File: src/rtl/ext_pkg.sv
// Shared constants for the immediate-extension stage.
//   - EXT_* : 2-bit extension mode encodings presented on in_mode
//   - ext_state_t : occupancy of the two-entry skid buffer
package ext_pkg;

    localparam logic [1:0] EXT_ZERO  = 2'b00;
    localparam logic [1:0] EXT_SIGN  = 2'b01;
    localparam logic [1:0] EXT_UPPER = 2'b10;
    localparam logic [1:0] EXT_SHL2  = 2'b11;

    // EMPTY: nothing held; ONE: output register full; TWO: output + skid full
    typedef enum logic [1:0] {
        ST_EMPTY = 2'd0,
        ST_ONE   = 2'd1,
        ST_TWO   = 2'd2
    } ext_state_t;

endpackage

File: src/rtl/ext_stage_if.sv
// Handshake bundle for ext_stage.
//   producer side : flush, in_valid, in_mode, in_imm, in_tag -> stage; in_ready <- stage
//   consumer side : out_ready -> stage; out_valid, out_data, out_tag <- stage
//   master modport: the environment driving decode and consuming results
//   slave modport : the extension stage itself
interface ext_stage_if #(
    parameter int IN_W  = 16,
    parameter int OUT_W = 32,
    parameter int TAG_W = 32
) ();

    logic              flush;
    logic              in_valid;
    logic              in_ready;
    logic [1:0]        in_mode;
    logic [IN_W-1:0]   in_imm;
    logic [TAG_W-1:0]  in_tag;
    logic              out_valid;
    logic              out_ready;
    logic [OUT_W-1:0]  out_data;
    logic [TAG_W-1:0]  out_tag;

    modport master (
        output flush, in_valid, in_mode, in_imm, in_tag, out_ready,
        input  in_ready, out_valid, out_data, out_tag
    );

    modport slave (
        input  flush, in_valid, in_mode, in_imm, in_tag, out_ready,
        output in_ready, out_valid, out_data, out_tag
    );

endinterface

File: src/rtl/ext_core.sv
// Purely combinational immediate extender.
//   mode : extension mode (EXT_ZERO / EXT_SIGN / EXT_UPPER / EXT_SHL2)
//   imm  : IN_W-bit immediate field
//   ext  : OUT_W-bit extended operand (OUT_W must be >= IN_W+2)
module ext_core
    import ext_pkg::*;
#(
    parameter int IN_W  = 16,
    parameter int OUT_W = 32
) (
    input  logic [1:0]       mode,
    input  logic [IN_W-1:0]  imm,
    output logic [OUT_W-1:0] ext
);

    localparam int PAD_W = OUT_W - IN_W;

    logic [OUT_W-1:0] sext;

    assign sext = {{PAD_W{imm[IN_W-1]}}, imm};

    always_comb begin
        ext = '0;
        case (mode)
            EXT_ZERO:  ext = {{PAD_W{1'b0}}, imm};
            EXT_SIGN:  ext = sext;
            EXT_UPPER: ext = {imm, {PAD_W{1'b0}}};
            // top two sign copies fall off the end; low two bits become zero
            EXT_SHL2:  ext = {sext[OUT_W-3:0], 2'b00};
            default:   ext = '0;
        endcase
    end

endmodule

File: src/rtl/ext_stage.sv
// Pipelined immediate-extension stage with a two-entry skid buffer.
//   clk   : rising-edge clock
//   reset : asynchronous active-low reset
//   bus   : ext_stage_if.slave - input handshake (in_*), output handshake
//           (out_*), and synchronous flush
// The extender sits on the input path so both storage slots hold finished
// operands. in_ready and out_valid are flops computed from the next state,
// so neither depends combinationally on the consumer's out_ready.
module ext_stage
    import ext_pkg::*;
#(
    parameter int IN_W  = 16,
    parameter int OUT_W = 32,
    parameter int TAG_W = 32
) (
    input  logic          clk,
    input  logic          reset,
    ext_stage_if.slave    bus
);

    typedef struct packed {
        logic [OUT_W-1:0] data;
        logic [TAG_W-1:0] tag;
    } item_t;

    ext_state_t state_q, state_d;
    item_t      or_q, or_d;          // output register
    item_t      sk_q, sk_d;          // skid register
    logic       in_ready_q, in_ready_d;
    logic       out_valid_q, out_valid_d;

    logic [OUT_W-1:0] ext_data;
    item_t            in_item;
    logic             acc;
    logic             take;

    ext_core #(
        .IN_W  (IN_W),
        .OUT_W (OUT_W)
    ) u_core (
        .mode (bus.in_mode),
        .imm  (bus.in_imm),
        .ext  (ext_data)
    );

    assign in_item = '{data: ext_data, tag: bus.in_tag};

    // A flushed cycle never captures its input; its output transfer still counts.
    assign acc  = bus.in_valid & in_ready_q & ~bus.flush;
    assign take = out_valid_q & bus.out_ready;

    always_comb begin
        state_d = state_q;
        or_d    = or_q;
        sk_d    = sk_q;
        case (state_q)
            ST_EMPTY: begin
                if (acc) begin
                    or_d    = in_item;
                    state_d = ST_ONE;
                end
            end
            ST_ONE: begin
                if (acc && take) begin
                    or_d = in_item;
                end else if (acc) begin
                    sk_d    = in_item;
                    state_d = ST_TWO;
                end else if (take) begin
                    state_d = ST_EMPTY;
                end
            end
            ST_TWO: begin
                // in_ready is low here, so only draining is possible
                if (take) begin
                    or_d    = sk_q;
                    sk_d    = '0;
                    state_d = ST_ONE;
                end
            end
            default: state_d = ST_EMPTY;
        endcase
        if (bus.flush) begin
            state_d = ST_EMPTY;
        end
        in_ready_d  = (state_d != ST_TWO);
        out_valid_d = (state_d != ST_EMPTY);
    end

    always_ff @(posedge clk or negedge reset) begin
        if (!reset) begin
            state_q     <= ST_EMPTY;
            or_q        <= '0;
            sk_q        <= '0;
            in_ready_q  <= 1'b1;
            out_valid_q <= 1'b0;
        end else begin
            state_q     <= state_d;
            or_q        <= or_d;
            sk_q        <= sk_d;
            in_ready_q  <= in_ready_d;
            out_valid_q <= out_valid_d;
        end
    end

    assign bus.in_ready  = in_ready_q;
    assign bus.out_valid = out_valid_q;
    assign bus.out_data  = or_q.data;
    assign bus.out_tag   = or_q.tag;

endmodule

File: src/flat_wrapper.sv
// flat-port wrapper written by rule: the top's interface ports become plain ports
module ext_stage_flat import ext_pkg::*;
#(
    parameter int IN_W  = 16,
    parameter int OUT_W = 32,
    parameter int TAG_W = 32
)
  (clk, reset, bus_flush, bus_in_valid, bus_in_mode, bus_in_imm, bus_in_tag, bus_out_ready, bus_in_ready, bus_out_valid, bus_out_data, bus_out_tag);
  ext_stage_if #(.IN_W(IN_W), .OUT_W(OUT_W), .TAG_W(TAG_W)) bus_i ();
  input  logic clk;
  input  logic reset;
  input wire logic [$bits(bus_i.flush)-1:0] bus_flush;
  input wire logic [$bits(bus_i.in_valid)-1:0] bus_in_valid;
  input wire logic [$bits(bus_i.in_mode)-1:0] bus_in_mode;
  input wire logic [$bits(bus_i.in_imm)-1:0] bus_in_imm;
  input wire logic [$bits(bus_i.in_tag)-1:0] bus_in_tag;
  input wire logic [$bits(bus_i.out_ready)-1:0] bus_out_ready;
  output wire logic [$bits(bus_i.in_ready)-1:0] bus_in_ready;
  output wire logic [$bits(bus_i.out_valid)-1:0] bus_out_valid;
  output wire logic [$bits(bus_i.out_data)-1:0] bus_out_data;
  output wire logic [$bits(bus_i.out_tag)-1:0] bus_out_tag;
  assign bus_i.flush = bus_flush;
  assign bus_i.in_valid = bus_in_valid;
  assign bus_i.in_mode = bus_in_mode;
  assign bus_i.in_imm = bus_in_imm;
  assign bus_i.in_tag = bus_in_tag;
  assign bus_i.out_ready = bus_out_ready;
  assign bus_in_ready = bus_i.in_ready;
  assign bus_out_valid = bus_i.out_valid;
  assign bus_out_data = bus_i.out_data;
  assign bus_out_tag = bus_i.out_tag;
  ext_stage #(.IN_W(IN_W), .OUT_W(OUT_W), .TAG_W(TAG_W)) u_core (.clk(clk), .reset(reset), .bus(bus_i));
endmodule
File: config.mk
export PLATFORM = sky130hd
export DESIGN_NAME = ext_stage_flat
export DESIGN_NICKNAME = d
export VERILOG_FILES = /design/src/rtl/ext_pkg.sv /design/src/rtl/ext_stage_if.sv /design/src/rtl/ext_core.sv /design/src/rtl/ext_stage.sv /design/src/flat_wrapper.sv
export SDC_FILE = /design/constraint.sdc
export NUM_CORES = 1
export LEC_CHECK = 0
export BUFFER_PORTS_ARGS = -buffer_cell sky130_fd_sc_hd__buf_2
export CORE_MARGIN = 2
export CORE_UTILIZATION = 50
export DETAILED_ROUTE_END_ITERATION = 8
export PLACE_DENSITY_LB_ADDON = 0.12
export REMOVE_ABC_BUFFERS = 1
export SKIP_LAST_GASP = 1
export SYNTH_ARGS = -nofsm -noshare
export SYNTH_HDL_FRONTEND = slang
export SYNTH_HIERARCHICAL = 1
export SYNTH_SLANG_ARGS = --single-unit
File: constraint.sdc
create_clock -name clk -period 4.2 [get_ports clk]
set_input_delay 0.84 -clock clk [delete_from_list [all_inputs] [get_ports clk]]
set_output_delay 0.84 -clock clk [all_outputs]
set_load 0.02 [all_outputs]
# [After elaboration in Yosys (flattened, before gate mapping)]
# Index checks and enable logic that the tools add are counted.
[op_classes] reduce_logical=8 bitwise=4 n_eq_ne=11 muxes=15
[op_table] op="two-way mux 64 bit" n=5
[op_table] op="case mux 64 bit (3 select lines)" n=1
[op_table] op="case mux 32 bit (4 select lines)" n=1
[op_table] op="case mux 64 bit (2 select lines)" n=1
[op_table] op="two-way mux 2 bit" n=6
[op_table] op="inequality test 2 x 1 -> 1 bit (second input constant)" n=4
[op_table] op="AND reduction 4 bit" n=2
[op_table] op="equality test 2 bit (second input constant)" n=3
[op_table] op="case mux 2 bit (3 select lines)" n=1
[op_table] op="equality test 2 x 1 -> 1 bit (second input constant)" n=2
[op_table] op="zero test 2 bit" n=2
[op_table] op="inequality test 2 bit (second input constant)" n=2
[op_table] op="nonzero test 2 bit" n=2
[op_table] op="bitwise AND 1 bit" n=3
[op_table] op="nonzero test 3 bit" n=1
[op_table] op="logical AND 1 bit" n=1
[op_table] op="NOT 1 bit" n=1
[totals] register_bits=132 word_cells=45

# [Depth between registers and ports, before layout]
[logic_depth] depth_word=7 depth_mapped=6

# [Cells and area by module]
# The synthesis kept the hierarchy.
[modules_own_cells] mod="ext_stage" seq_area_each_um2=3304.4 area_per_inst_um2=6233.5 cells_each=501 instances=1
[modules_own_cells] mod="ext_core" seq_area_each_um2=0.0 area_per_inst_um2=365.4 cells_each=42 instances=1

# [Worst setup path before layout]
# No wires, ideal clock.
[synth_path] kind="input to register" start="input bus_out_ready" end="register u_core.or_q, in the netlist u_core/bus.out_data[22]" path_stages=4 setup_slack_ps=2009 arrival_time_ps=2066 setup_ps=125 required_ps=4075 cell_sequence="a21boi_4 o41ai_4 buf_6 mux2_2"
[synth_via] elab_chain_len=4 elab_cells_between_ends=5
[synth_rtl] item="from (decl)" line="flat_wrapper.sv:17" text="input wire logic [$bits(bus_i.out_ready)-1:0] bus_out_ready;"
[synth_rtl] item="bitwise AND 1 bit *" line="ext_stage.sv:50" text="assign take = out_valid_q & bus.out_ready;"
[synth_rtl] item="logical AND 1 bit" line="ext_stage.sv:64" text="if (acc && take) begin"
[synth_rtl] item="inequality test 2 x 1 -> 1 bit (no line)"
[synth_rtl] item="AND reduction 4 bit (no line) *"
[synth_rtl] item="to (signal assigned)" line="ext_stage.sv:99" text="or_q <= or_d;"
[synth_rtl] item="to (decl)" line="ext_stage.sv:27" text="item_t or_q, or_d;"
# Every way passes the cells marked *; elsewhere a longest branch is shown, timed or not.
# A chain may end at the register's enable or synchronous reset.

# [Worst setup path in the final report]
[layout_path] start="register u_core.state_q[1]" end="register u_core.or_q, in the netlist u_core/bus.out_data[2]"
[layout_via] elab_chain_len=3 elab_cells_between_ends=9
[layout_rtl] item="from (decl)" line="ext_stage.sv:26" text="ext_state_t state_q, state_d;"
[layout_rtl] item="from (signal assigned)" line="ext_stage.sv:98" text="state_q <= state_d;"
[layout_rtl] item="equality test 2 x 1 -> 1 bit (tied with other cells)" line="ext_stage.sv:56" text="case (state_q)"
[layout_rtl] item="inequality test 2 x 1 -> 1 bit (no line) / nonzero test 3 bit (equally long branches)"
[layout_rtl] item="AND reduction 4 bit (no line)"
# Parallel ways exist; a longest one is shown, timed or not.

==> flow_summary_export.csv <==
group,metric,value,unit
run_status,status,"completed",
grt,grt_pass1_vias,4558,
layout,drive_gt1_share,42.9,%
layout,final_core_util,61.3,%
cts,h-tree-depth,4,
synthesis,synth_commonest_cells,"131 x dfrtp_1, 130 x nand2_1, 111 x mux2_2",
timing,worst_pin_slew,1.19,ns
die,core_region_area,0.0128,mm²
synthesis,postSynth.asyncResetShare,100,%
synthesis,synth_area_leaders,"dfrtp_1 50%, mux2_2 19%, mux2i_1 9.7%, nand2_1 7.4%, mux2_1 3.1%",
synthesis,synth_top_area_cell,"dfrtp_1",
setup_path,end_kind,"register",
setup_path,crit_path_start,"u_core/state_q[1]",
cts,cts_setup_buffers,0,
worst_hold_path,hold_path_startpoint,"u_core/bus.out_data[27]",
cts,cts_root_buf,"clkbuf_16",
synthesis,ys_types,33,
timing,clock.fmax,0.407,GHz
setup_path,start_kind,"register",
timing,fin_crit_sh,58.4,%
cts,cts_buffers,17,
grt,grt-ovfl-total,0,
die,dieWidth,119,µm
detailed_routing,dr.pass1.iters,4,
setup_path,cp.arrival,2.75,ns
layout,fillCellCount,1069,
setup_path,reg2reg_from,"u_core/state_q[1]",
detailed_routing,via_per_inst,5.27,
grt,antenna_found_initial,1,
pwr,pwr_density_cell,612,mW/mm²
setup_path,path_max_fanout,71,
timing,holdWs,0.481,ns
synthesis,avgSynthCellArea,12.2,µm²
cts,cts_tree,"built",
detailed_routing,drtIter0Drc,231,
run,cap_violations,0,
synthesis,synth_edf_count,0,
detailed_routing,drc,0,
layout,nNetsFinal,704,
cts,cts_resized,0,
timing,post-route-min-period,2.45,ns
setup_path,r2r_slack,1.75,ns
synthesis,yosysMostFrequentCell,"dfrtp_1",
setup_path,path_class,"reg2reg",
synthesis,ys.flop_type,"dfrtp_1",
synthesis,syn_area,0.00660,mm²
timing,finalWorstSetupSlack,1.75,ns
cts,cts.path.max_buffers,2,
timing,rsz0062_at_grt,"no",
detailed_routing,wl_per_cell,16.4,µm
placed_design,io_buffers,120,
synthesis,seq_area_frac_synth,50.1,%
cts,clock-sinks,132,
timing,slew_headroom,21.0,%
placed_design,hpwl,8420,µm
timing,setup_tns,0,ns
cts,clk_latency,0.42,ns
pwr,vdd_ir_drop_max,0.351,mV
synthesis,yosysTopAreaCellShare,49.7,%
timing,hold_viol_final,0,
detailed_routing,vias,4409,
pwr,leakage,4.28,nW
layout,area_growth,18.7,%
synthesis,syn_inst,543,
cts,postCtsHoldBufs,0,
die,die_height,119,µm
placed_design,dp_slack,1.62,ns
timing,maxSlewViolCount,0,
worst_hold_path,hold_class,"reg2reg",
timing,setup_viol,0,
setup_path,cp.required,4.50,ns
detailed_routing,ant_nets,0,
die,dieArea,0.0141,mm²
synthesis,yosysWarnings,6,
grt,grt_first_pass_wirelength,22900,µm
detailed_routing,wirelength,13700,µm
grt,grt_max_degree,117,
cts,clk_pin_slew,0.06,ns
synthesis,yosys_register_bits,132,
die,rows,41,
die,ios,121,
die,start_util,51.7,%
timing,finClkSkew,0.0113,ns
grt,track_usage,20.5,%
placed_design,gp_congestion,0.727,
## logic make-up after synthesis
logic type | Yosys count | synth area share (%)
AO/OA/AOI/OAI | 35 | 4.84
buffers and inverters | 41 | 4.46
flip-flops | 132 | 50.1
multiplexers | 193 | 31.7
AND/OR/NAND/NOR | 142 | 8.91
## layout make-up
type	count	area [µm²]	share of cell area (%)
sequential	132	3300	42.2
multi-input combinational	370	3010	38.5
timing repair buffer	126	652	8.33
clock buffer	19	453	5.78
tap	172	215	2.75
clock inverter	13	181	2.32
inverter	2	7.51	0.0959
antenna	2	5.00	0.0639
## power breakdown
group | switching, mW | internal (mW) | total (mW)
Clock | 0.550 | 1.02 | 1.57
Combinational | 0.686 | 0.549 | 1.24
Sequential | 0.242 | 1.74 | 1.98
Total | 1.48 | 3.31 | 4.79
## placed cells by master (no fill, tap or decap), types with 2 or more instances in the layout
cell type / Yosys / layout
clkbuf_8: 0 / 2
mux2_1: 18 / 18
mux2i_1: 64 / 64
a21o_1: 10 / 10
and2b_2: 2 / 2
dfrtp_1: 131 / 131
bufinv_16: 0 / 4
nand2_1: 130 / 130
clkinv_2: 0 / 3
buf_4: 1 / 6
nand4b_1: 2 / 2
a21o_2: 4 / 4
diode_2: 0 / 2
a22o_1: 14 / 14
clkbuf_16: 0 / 17
buf_2: 7 / 119
clkinvlp_4: 0 / 5
mux2_2: 111 / 111
## critical path, stage by stage (launching register included)
cell	delay, ns
dfrtp_1	0.50
nand2b_4	0.64
buf_4	0.47
mux2_2	0.39
mux2_1	0.29
## flip-flops by register name, summed over array words and instances, names as in the netlist
name and cells:
u_core/bus.out_valid 1, u_core/bus.out_data 32, u_core/bus.in_ready 1, u_core/bus.out_tag 32, u_core/state_q 2, u_core/sk_q 64
## stage by stage
stage / area (µm²) / cells / power [mW]
2_1_floorplan: 6310 / 504 / 2.82
3_3_place_gp: 7190 / 802 / 3.18
3_5_place_dp: 7190 / 802 / 3.25
4_1_cts: 7830 / 834 / 4.85
5_1_grt: 7830 / 834 / 5.07
6_report: 7830 / 836 / 4.79
## worst paths after layout
path | cells past startpoint | end
max reg2reg | 4 | u_core/bus.out_data[2]
min | 1 | u_core/bus.out_data[27]
max in group asynchronous | 2 | u_core/bus.in_ready
min reg2reg | 1 | u_core/bus.out_data[27]
max | 4 | u_core/bus.out_data[2]
min in group asynchronous | 1 | u_core/bus.out_tag[9]
## per-layer routing
| metal | vias up | GRT usage [%] | wire length (µm) |
|---|---|---|---|
| met2 | 90 | 33.4 | 6770 |
| li1 | 2097 | - | - |
| met5 | - | 0 | 0 |
| met4 | 0 | 6.03 | 133 |
| met1 | 2210 | 25.8 | 6100 |
| met3 | 12 | 7.42 | 747 |
Note: power is estimated with default switching activity, not from simulation.
